--- config.mk ---
export PLATFORM = sky130hd
export DESIGN_NAME = game_controller_flat
export DESIGN_NICKNAME = d
export VERILOG_FILES = /design/src/rtl/game_pkg.sv /design/src/rtl/game_controller_if.sv /design/src/rtl/frame_countdown.sv /design/src/rtl/game_controller.sv /design/src/flat_wrapper.sv
export SDC_FILE = /design/constraint.sdc
export NUM_CORES = 1
export LEC_CHECK = 0
export ABC_CLOCK_PERIOD_IN_PS = 10100
export CORE_ASPECT_RATIO = 1.4
export CORE_MARGIN = 3
export CORE_UTILIZATION = 43
export CTS_CLUSTER_SIZE = 40
export DETAILED_ROUTE_END_ITERATION = 10
export MAX_ROUTING_LAYER = met4
export PLACE_DENSITY = 0.73
export SYNTH_ARGS = -nofsm -noshare
export SYNTH_HDL_FRONTEND = slang
export SYNTH_SLANG_ARGS = --single-unit
--- constraint.sdc ---
create_clock -name clk -period 10.1 [get_ports clk]
set_clock_uncertainty 0.05 [all_clocks]
set_input_delay 2.525 -clock clk [delete_from_list [all_inputs] [get_ports clk]]
set_output_delay 2.525 -clock clk [all_outputs]
set_load 0.02 [all_outputs]
--- src/rtl/game_pkg.sv ---
// Shared types and constants for the frogger game sequencer, frog mover and renderer.
package game_pkg;

   typedef enum logic [1:0] {
      MENU    = 2'd0,
      PLAYING = 2'd1,
      DEAD    = 2'd2,
      WIN     = 2'd3
   } game_state_t;

   localparam int SCORE_MAX = 9999;
   localparam int FRAME_HZ  = 60;

   localparam int LIVES_W = 3;
   localparam int LEVEL_W = 3;
   localparam int SCORE_W = 14;
   localparam int TIMER_W = 11;
   localparam int HOLD_W  = 8;

endpackage

--- src/rtl/game_controller_if.sv ---
// Game controller signal bundle: event inputs from detectors/buttons, status outputs to frog/lanes/HUD.
interface game_controller_if;
   import game_pkg::*;

   logic                frame_tick;
   logic                btn_start_tick;
   logic                collision;
   logic                reached_end;
   game_state_t         state;
   logic                frog_rst;
   logic [LIVES_W-1:0]  lives;
   logic [LEVEL_W-1:0]  level;
   logic [SCORE_W-1:0]  score;
   logic [TIMER_W-1:0]  timer;
   logic                game_over;

   modport master (
      output frame_tick, btn_start_tick, collision, reached_end,
      input  state, frog_rst, lives, level, score, timer, game_over
   );

   modport slave (
      input  frame_tick, btn_start_tick, collision, reached_end,
      output state, frog_rst, lives, level, score, timer, game_over
   );

endinterface

--- src/rtl/frame_countdown.sv ---
// Loadable down-counter stepped by frame ticks; expire flags the tick that takes it from 1 to 0.
module frame_countdown #(
   parameter int                WIDTH   = 8,
   parameter logic [WIDTH-1:0]  RST_VAL = '0
) (
   input  logic              clk,
   input  logic              reset,
   input  logic              load,
   input  logic [WIDTH-1:0]  load_val,
   input  logic              tick,
   output logic [WIDTH-1:0]  count,
   output logic              expire
);

   logic [WIDTH-1:0] r_count;

   // load wins over tick; the counter parks at zero rather than wrapping
   always_ff @(posedge clk or negedge reset) begin
      if (!reset) begin
         r_count <= RST_VAL;
      end else if (load) begin
         r_count <= load_val;
      end else if (tick && (r_count != '0)) begin
         r_count <= r_count - WIDTH'(1);
      end
   end

   assign count  = r_count;
   assign expire = tick && (r_count == WIDTH'(1));

endmodule

--- src/rtl/game_controller.sv ---
// Frogger game sequencer: MENU/PLAYING/DEAD/WIN flow, lives, level, score and per-life timer.
//
// state   | meaning
// --------+-----------------------------------------------------------
// MENU    | idle / game over; waits for start press
// PLAYING | frog live; life timer runs; watches collision/goal/timeout
// DEAD    | death hold; then respawn or game over
// WIN     | goal hold; then next level respawn
module game_controller
   import game_pkg::*;
#(
   parameter int LIVES       = 3,
   parameter int TIME_LIMIT  = 1800,
   parameter int DEAD_HOLD   = 90,
   parameter int WIN_HOLD    = 120,
   parameter int MAX_LEVEL   = 7,
   parameter int GOAL_POINTS = 50
) (
   input  logic               clk,
   input  logic               reset,
   game_controller_if.slave   bus
);

   game_state_t         r_state, w_state_nxt;
   logic [LIVES_W-1:0]  r_lives, w_lives_nxt;
   logic [LEVEL_W-1:0]  r_level, w_level_nxt;
   logic [SCORE_W-1:0]  r_score, w_score_nxt;
   logic                r_game_over, w_game_over_nxt;
   logic                r_frog_rst, w_frog_rst_nxt;

   logic                w_tmr_load, w_tmr_tick, w_tmr_expire;
   logic [TIMER_W-1:0]  w_timer;
   logic                w_hold_load, w_hold_tick, w_hold_expire;
   logic [HOLD_W-1:0]   w_hold_val;
   // hold exit comes from expire; the raw count is not needed here
   logic [HOLD_W-1:0]   w_hold_count_unused;

   logic [15:0]         w_goal_sum;
   logic [SCORE_W-1:0]  w_score_sat;

   frame_countdown #(
      .WIDTH   (TIMER_W),
      .RST_VAL (TIMER_W'(TIME_LIMIT))
   ) u_life_timer (
      .clk      (clk),
      .reset    (reset),
      .load     (w_tmr_load),
      .load_val (TIMER_W'(TIME_LIMIT)),
      .tick     (w_tmr_tick),
      .count    (w_timer),
      .expire   (w_tmr_expire)
   );

   frame_countdown #(
      .WIDTH   (HOLD_W),
      .RST_VAL ('0)
   ) u_hold (
      .clk      (clk),
      .reset    (reset),
      .load     (w_hold_load),
      .load_val (w_hold_val),
      .tick     (w_hold_tick),
      .count    (w_hold_count_unused),
      .expire   (w_hold_expire)
   );

   // 16-bit sum covers 9999 + 50*8 before the clamp
   assign w_goal_sum  = 16'(r_score) + 16'(GOAL_POINTS) * (16'(r_level) + 16'd1);
   assign w_score_sat = (w_goal_sum > 16'(SCORE_MAX)) ? SCORE_W'(SCORE_MAX) : SCORE_W'(w_goal_sum);

   always_comb begin
      w_state_nxt     = r_state;
      w_lives_nxt     = r_lives;
      w_level_nxt     = r_level;
      w_score_nxt     = r_score;
      w_game_over_nxt = r_game_over;
      w_frog_rst_nxt  = 1'b0;
      w_tmr_load      = 1'b0;
      w_hold_load     = 1'b0;
      w_hold_val      = '0;
      w_tmr_tick      = bus.frame_tick && (r_state == PLAYING);
      w_hold_tick     = bus.frame_tick && ((r_state == DEAD) || (r_state == WIN));

      case (r_state)
         MENU: begin
            if (bus.btn_start_tick) begin
               w_state_nxt     = PLAYING;
               w_lives_nxt     = LIVES_W'(LIVES);
               w_level_nxt     = '0;
               w_score_nxt     = '0;
               w_game_over_nxt = 1'b0;
               w_tmr_load      = 1'b1;
               w_frog_rst_nxt  = 1'b1;
            end
         end
         PLAYING: begin
            // a goal in the same cycle as a timeout still counts as a goal
            if (bus.collision || (!bus.reached_end && w_tmr_expire)) begin
               w_state_nxt = DEAD;
               w_lives_nxt = (r_lives != '0) ? r_lives - LIVES_W'(1) : '0;
               w_hold_load = 1'b1;
               w_hold_val  = HOLD_W'(DEAD_HOLD);
            end else if (bus.reached_end) begin
               w_state_nxt = WIN;
               w_score_nxt = w_score_sat;
               w_level_nxt = (r_level < LEVEL_W'(MAX_LEVEL)) ? r_level + LEVEL_W'(1) : r_level;
               w_hold_load = 1'b1;
               w_hold_val  = HOLD_W'(WIN_HOLD);
            end
         end
         DEAD: begin
            if (w_hold_expire) begin
               if (r_lives != '0) begin
                  w_state_nxt    = PLAYING;
                  w_tmr_load     = 1'b1;
                  w_frog_rst_nxt = 1'b1;
               end else begin
                  w_state_nxt     = MENU;
                  w_game_over_nxt = 1'b1;
               end
            end
         end
         WIN: begin
            if (w_hold_expire) begin
               w_state_nxt    = PLAYING;
               w_tmr_load     = 1'b1;
               w_frog_rst_nxt = 1'b1;
            end
         end
         default: w_state_nxt = MENU;
      endcase
   end

   always_ff @(posedge clk or negedge reset) begin
      if (!reset) begin
         r_state     <= MENU;
         r_lives     <= LIVES_W'(LIVES);
         r_level     <= '0;
         r_score     <= '0;
         r_game_over <= 1'b0;
         r_frog_rst  <= 1'b0;
      end else begin
         r_state     <= w_state_nxt;
         r_lives     <= w_lives_nxt;
         r_level     <= w_level_nxt;
         r_score     <= w_score_nxt;
         r_game_over <= w_game_over_nxt;
         r_frog_rst  <= w_frog_rst_nxt;
      end
   end

   assign bus.state     = r_state;
   assign bus.frog_rst  = r_frog_rst;
   assign bus.lives     = r_lives;
   assign bus.level     = r_level;
   assign bus.score     = r_score;
   assign bus.timer     = w_timer;
   assign bus.game_over = r_game_over;

endmodule

--- src/flat_wrapper.sv ---
// flat-port wrapper written by rule: the top's interface ports become plain ports
module game_controller_flat import game_pkg::*;
#(
   parameter int LIVES       = 3,
   parameter int TIME_LIMIT  = 1800,
   parameter int DEAD_HOLD   = 90,
   parameter int WIN_HOLD    = 120,
   parameter int MAX_LEVEL   = 7,
   parameter int GOAL_POINTS = 50
)
  (clk, reset, bus_frame_tick, bus_btn_start_tick, bus_collision, bus_reached_end, bus_state, bus_frog_rst, bus_lives, bus_level, bus_score, bus_timer, bus_game_over);
  game_controller_if bus_i ();
  input  logic clk;
  input  logic reset;
  input wire logic [$bits(bus_i.frame_tick)-1:0] bus_frame_tick;
  input wire logic [$bits(bus_i.btn_start_tick)-1:0] bus_btn_start_tick;
  input wire logic [$bits(bus_i.collision)-1:0] bus_collision;
  input wire logic [$bits(bus_i.reached_end)-1:0] bus_reached_end;
  output wire logic [$bits(bus_i.state)-1:0] bus_state;
  output wire logic [$bits(bus_i.frog_rst)-1:0] bus_frog_rst;
  output wire logic [$bits(bus_i.lives)-1:0] bus_lives;
  output wire logic [$bits(bus_i.level)-1:0] bus_level;
  output wire logic [$bits(bus_i.score)-1:0] bus_score;
  output wire logic [$bits(bus_i.timer)-1:0] bus_timer;
  output wire logic [$bits(bus_i.game_over)-1:0] bus_game_over;
  assign bus_i.frame_tick = bus_frame_tick;
  assign bus_i.btn_start_tick = bus_btn_start_tick;
  assign bus_i.collision = bus_collision;
  assign bus_i.reached_end = bus_reached_end;
  assign bus_state = bus_i.state;
  assign bus_frog_rst = bus_i.frog_rst;
  assign bus_lives = bus_i.lives;
  assign bus_level = bus_i.level;
  assign bus_score = bus_i.score;
  assign bus_timer = bus_i.timer;
  assign bus_game_over = bus_i.game_over;
  game_controller #(.LIVES(LIVES), .TIME_LIMIT(TIME_LIMIT), .DEAD_HOLD(DEAD_HOLD), .WIN_HOLD(WIN_HOLD), .MAX_LEVEL(MAX_LEVEL), .GOAL_POINTS(GOAL_POINTS)) u_core (.clk(clk), .reset(reset), .bus(bus_i));
endmodule
# --- After elaboration in Yosys (flattened, before gate mapping) ---
# Index checks and enable logic that the tools add are counted.
word_totals:
  latchBits: 0
  wordCells: 94
  romBits: 0
  ram_bits: 0
  reg_bits: 43
  mem_count: 0
  in_bits: 6
classes:
  n_eq_ne: 14
  shift: 0
  div_mod_pow: 0
  muxes: 40
  n_addsub: 6
  n_reduce_logical: 23
  bitwise_logic: 0
  magnitude_cmp: 2
  n_mul: 1
op_table:
  columns: ["op", "n"]
  rows:
  - ["14-bit two-way mux", 4]
  - ["8-bit two-way mux", 4]
  - ["14-bit case mux with 2 select lines", 1]
  - ["11-bit two-way mux", 2]
  - ["3-bit two-way mux", 7]
  - ["14-bit by 16-bit adder with 16-bit output", 1]
  - ["16-bit by 14-bit greater-than comparator with 1-bit output (second input constant)", 1]
  - ["5-bit by 16-bit multiplier with 15-bit output (first input constant)", 1]
  - ["2-bit inequality test (second input constant)", 8]
  - ["3-bit case mux with 2 select lines", 2]
  - ["4-bit AND reduction", 3]
  - ["11-bit by 1-bit == test with 1-bit output (second input constant)", 1]
  - ["1-bit two-way mux", 11]
  - ["11-bit nonzero test", 1]
  - ["11-bit by 1-bit subtractor with 11-bit output (second input constant)", 1]
  - ["2-bit two-way mux", 5]
  - ["8-bit by 1-bit == test with 1-bit output (second input constant)", 1]
  - ["2-bit case mux with 4 select lines", 1]
  - ["2-bit nonzero test", 4]
  - ["8-bit nonzero test", 1]
  - ["8-bit by 1-bit subtractor with 8-bit output (second input constant)", 1]
  - ["1-bit logical AND", 7]
  - ["7-bit two-way mux", 1]
  - ["5-bit AND reduction", 1]
  - ["14 further kinds", 16]

# --- Logic depth before layout (Yosys ltp) ---
logic_depth:
  word_depth: 8
  mapped_depth: 18
  ltp_nobuf: 18

# --- Modules after synthesis ---
# From an unflattened synthesis, not the netlist that was laid out.
hier_totals:
  cells_unflattened: 397
  hier_area_um2: 3487.1
modules_own_cells:
  columns: ["mod", "area_per_inst_um2", "n_inst", "cells_each"]
  rows:
  - ["game_controller", 2172.1, 1, 249]
  - ["frame_countdown (u_core.u_life_timer)", 724.4, 1, 82]
  - ["frame_countdown (u_core.u_hold)", 590.6, 1, 66]

# --- Worst setup path before layout ---
# OpenSTA, ideal clock, no wires.
synth_path:
  path_kind: "in2reg"
  start: "input port bus_reached_end"
  end: "register u_core.u_hold.r_count[5], in the netlist u_core.u_hold.count[5]"
  arrival_ns: 3.840
  t_required_ns: 9.929
  stages: 8
  slack_ns: 6.089
  path_cell_list: "clkbuf_1 -> nor4b_1 -> nand2_1 -> nor2b_1 -> nor2b_1 -> nor2_4 -> o22a_1 -> o22a_1"
synth_between:
  elab_chain_cells: 6
  elab_cells_between_ends: 11
  cone_classes: "7 x mux; 4 x reduce/logical"
synth_lines:
  columns: ["item", "line_no", "rtl"]
  rows:
  - ["start: declaration", "flat_wrapper.sv:18", "input wire logic [$bits(bus_i.reached_end)-1:0] bus_reached_end;"]
  - ["1-bit logical NOT", "game_controller.sv:98", "if (bus.collision || (!bus.reached_end && w_tmr_expire)) begin"]
  - ["1-bit logical AND", "game_controller.sv:98", null]
  - ["1-bit logical OR", "game_controller.sv:98", null]
  - ["8-bit two-way mux / 1-bit two-way mux (equally long branches)", "game_controller.sv:98", null]
  - ["8-bit two-way mux / 1-bit two-way mux (equally long branches)", "game_controller.sv:84", "case (r_state)"]
  - ["8-bit two-way mux / 2-bit nonzero test (equally long branches)", null, null]
  - ["end signal: assignment", "frame_countdown.sv:22", "r_count <= load_val;"]
  - ["end signal: assignment", "frame_countdown.sv:24", "r_count <= r_count - WIDTH'(1);"]
  - ["end: declaration", "frame_countdown.sv:15", "logic [WIDTH-1:0] r_count;"]
# Several ways; a longest one is shown, not always the timed one.
# A chain may end at the register's enable or synchronous reset.

# --- Final worst setup path ---
layout_path:
  start: "input port bus_reached_end"
  end: "register u_core.r_score[12], in the netlist u_core.bus.score[12]"
layout_between:
  elab_chain_cells: 5
  elab_cells_between_ends: 6
  cone_classes: "2 x eq/ne; 4 x reduce/logical"
layout_lines:
  columns: ["item", "line_no", "rtl"]
  rows:
  - ["1-bit logical NOT", "game_controller.sv:98", null]
  - ["1-bit logical AND", "game_controller.sv:98", null]
  - ["1-bit logical OR", "game_controller.sv:98", null]
  - ["2-bit inequality test (no source line)", null, null]
  - ["4-bit AND reduction (no source line) (*)", null, null]
  - ["end signal: assignment", "game_controller.sv:146", "r_score <= w_score_nxt;"]
  - ["end: declaration", "game_controller.sv:27", "logic [SCORE_W-1:0] r_score, w_score_nxt;"]
# Mark *: on every way between the ends. The rest lies on a longest branch, timed or not.

==> flow_summary.yaml <==
clocking:
  clkSinkCount: 43
  h-tree-depth: 2
  ctsHoldBuffers: 0
  post_cts.repair.setup_buffers: 0
  numCtsBuffers: 5
  path_clk_slew_ns: 0.09
  ctsResizeCount: 0
  tritoncts: "done"
  cts-root-buf: "clkbuf_8"
  insertion_delay_ns: 0.30
  clock_path_buffers: 2
layout:
  diodes: 0
  final_util_pct: 53.9
  drive_gt1_share_pct: 6.25
  area_growth_pct: 18.5
  fin_nets: 419
  final-instance-count-excl-fill: 476
logic_synthesis:
  synthesis.area_sq_um: 3070
  synth_area_leaders: "dfrtp_1 (30%), ha_1 (11%), dfstp_2 (5.1%)"
  seq_area_frac_synth_pct: 35.3
  synth_most_common_cell: "nand2_1"
  synth.distinct_cells: 56
  synth.avg_cell_area_sq_um: 8.92
  netlist.area_leader.share_pct: 30.2
  yosysTopAreaCell: "dfrtp_1"
  synth_nets: 380
  async_flop_share_pct: 100
  synth-edff-count: 0
  yosysWarningCount: 0
  synth_commonest_cells: "nand2_1 (39), dfrtp_1 (37), ha_1 (28)"
  ys.flop_type: "dfrtp_1"
  syn_inst: 344
  synth_seq_cells: 43
floorplan:
  die_area_sq_um: 8200
  initial_core_util_pct: 45.5
  dieHeight_microns: 106
  rows: 35
  die_w_microns: 77.4
  top_level_ports: 41
  core_sq_um: 6740
power_and_ir_drop:
  vdd_drop_max_uv: 164
  leakage_nw: 1.64
  p_per_area_nw_per_um2: 259
worst_setup_path:
  ff2ff_setup_slack_ns: 5.66
  worstPathCellList: "clkdlybuf4s50_1 -> nor4b_1 -> nand2_1 -> and3_1 -> o21ai_2 -> or3_1 -> a21oi_1 -> a21o_1"
  critical_path_class: "in -> reg"
  worst_path_max_delay_cell: "clkdlybuf4s50_1"
  cp.required_ns: 10.29
  cp_num_buf_inv: 1
  worst_setup_path_start_kind: "input port"
  cp_slowest_stage_delay_ns: 0.67
  cp-end-kind: "flip-flop"
  cp_top_family: "simple AND/OR/NAND/NOR gates"
  path_max_fanout: 22
  arrival_ns: 4.63
place:
  portBuffers: 40
  place.gp.congestion: 0.796
  dp.cells: 468
  hpwl_microns: 5260
global_routing:
  grt_max_degree: 44
  grt.overflow.total: 0
  grt_use_total_pct: 18.1
  grt_antenna_before_repair: 0
  grt_pass1_wl_microns: 11800
  grt_pass1_vias: 2607
timing:
  max_clock_freq_ghz: 0.225
  tightest_slew_ns: 0.976
  report.final.slew_viol_count: 0
  hold_viol: 0
  setup_violations: 0
  grt_setup_unrepaired: "no"
  slew_headroom_pct: 34.9
  fin_crit_sh_pct: 44.0
  period_minus_slack_ns: 4.44
  finalSetupTns_ns: 0
route:
  drc_errors: 0
  num_vias: 2592
  antenna_left: 0
  routedWlPerCell_microns: 14.5
  dr.pass1.iters: 4
  vias_per_cell: 5.45
  drt_iter0_markers: 81
  wirelength_microns: 6900
worst_hold_path:
  worstHoldPathType: "reg -> reg"
outcome:
  status: "completed"
flow_run:
  drv_cap: 0
[metrics by stage]
step / worst slack [ns] / power [mW] / hold WS, ns / area, sq um
global placement: 5.43 / 0.818 / 0.446 / 3540
global route: 5.26 / 1.03 / 0.495 / 3640
finish: 5.66 / 0.943 / 0.464 / 3640
floorplan: 6.09 / 0.669 / 0.433 / 3070
CTS: 5.64 / 0.955 / 0.468 / 3640
detailed placement: 5.36 / 0.827 / 0.451 / 3540
[worst paths after layout]
kind                                                    start                            end  cells past startpoint
worst max-delay path                          bus_reached_end           u_core.bus.score[12]                      8
worst min-delay path            u_core.u_life_timer.count[10]  u_core.u_life_timer.count[10]                      2
worst max register to register            u_core.bus.level[0]            u_core.bus.score[9]                     17
worst min register to register  u_core.u_life_timer.count[10]  u_core.u_life_timer.count[10]                      2
max in group asynchronous                               reset            u_core.bus.level[0]                      1
min in group asynchronous                               reset   u_core.u_life_timer.count[2]                      1
[where the power goes]
group / total [mW] / internal, mW / switching [mW] / leakage [nW]
Sequential: 0.284 / 0.228 / 0.0560 / 0.543
Combinational: 0.540 / 0.225 / 0.315 / 1.05
Clock: 0.119 / 0.0559 / 0.0632 / 0.0474
[final cells by class]
class	instances	area, sq um
Sequential cell	43	1080
Timing Repair Buffer	40	395
Fill cell	659	3110
Inverter	18	67.6
Clock inverter	2	16.3
Clock buffer	6	82.6
Multi-Input combinational cell	275	1880
Tap cell	92	115
[flip-flops by register name, indices dropped and copies added (netlist names)]
signal / cells
u_core.bus.frog_rst: 1
u_core.bus.game_over: 1
u_core.bus.level: 3
u_core.bus.lives: 3
u_core.bus.score: 14
u_core.bus.state: 2
u_core.u_hold.count: 8
u_core.u_life_timer.count: 11
[logic make-up (layout without fill, tap and decap cells)]
family	Yosys count	count (layout)	synth area share (%)
buffers and inverters	26	66	3.55
other	1	1	0.122
xor gates and xnor gates	25	25	7.14
muxes	3	3	1.02
and+or+nand+nor	122	122	20.2
adders and majority gates	30	30	12.7
DFF	43	43	35.3
AOI/OAI and AO/OA	94	94	19.9
[routing by layer]
metal  part of all wire (%)  up-vias  wire, microns  GRT usage [%]
li1                       -     1306              -              -
met1                     44     1230           3050           20.4
met2                     51       43           3510           32.8
met3                    2.7       13            183           2.20
met4                    2.3        0            157           6.49
met5                      0        -              0              -
[worst min-delay path, cell delays in order, from the launching register on]
cell     delay, ns
dfstp_2       0.40
o21ai_0       0.07
nand2_1       0.05
[layout by cell type, fill, tap and decap left out, drive strengths merged, types with 7 or more instances in the layout]
cell           netlist  layout
a31oi                9       9
a21oi               21      21
inv                 17      17
nor3                13      13
o21ai               22      22
xor2                15      15
clkdlybuf4s50        0      39
dfrtp               37      37
nor2b               10      10
a21o                11      11
o31ai                7       7
nand3                9       9
nor2                25      25
xnor2               10      10
nand2               39      39
ha                  28      28
Note: power is estimated with default switching activity, not from simulation.
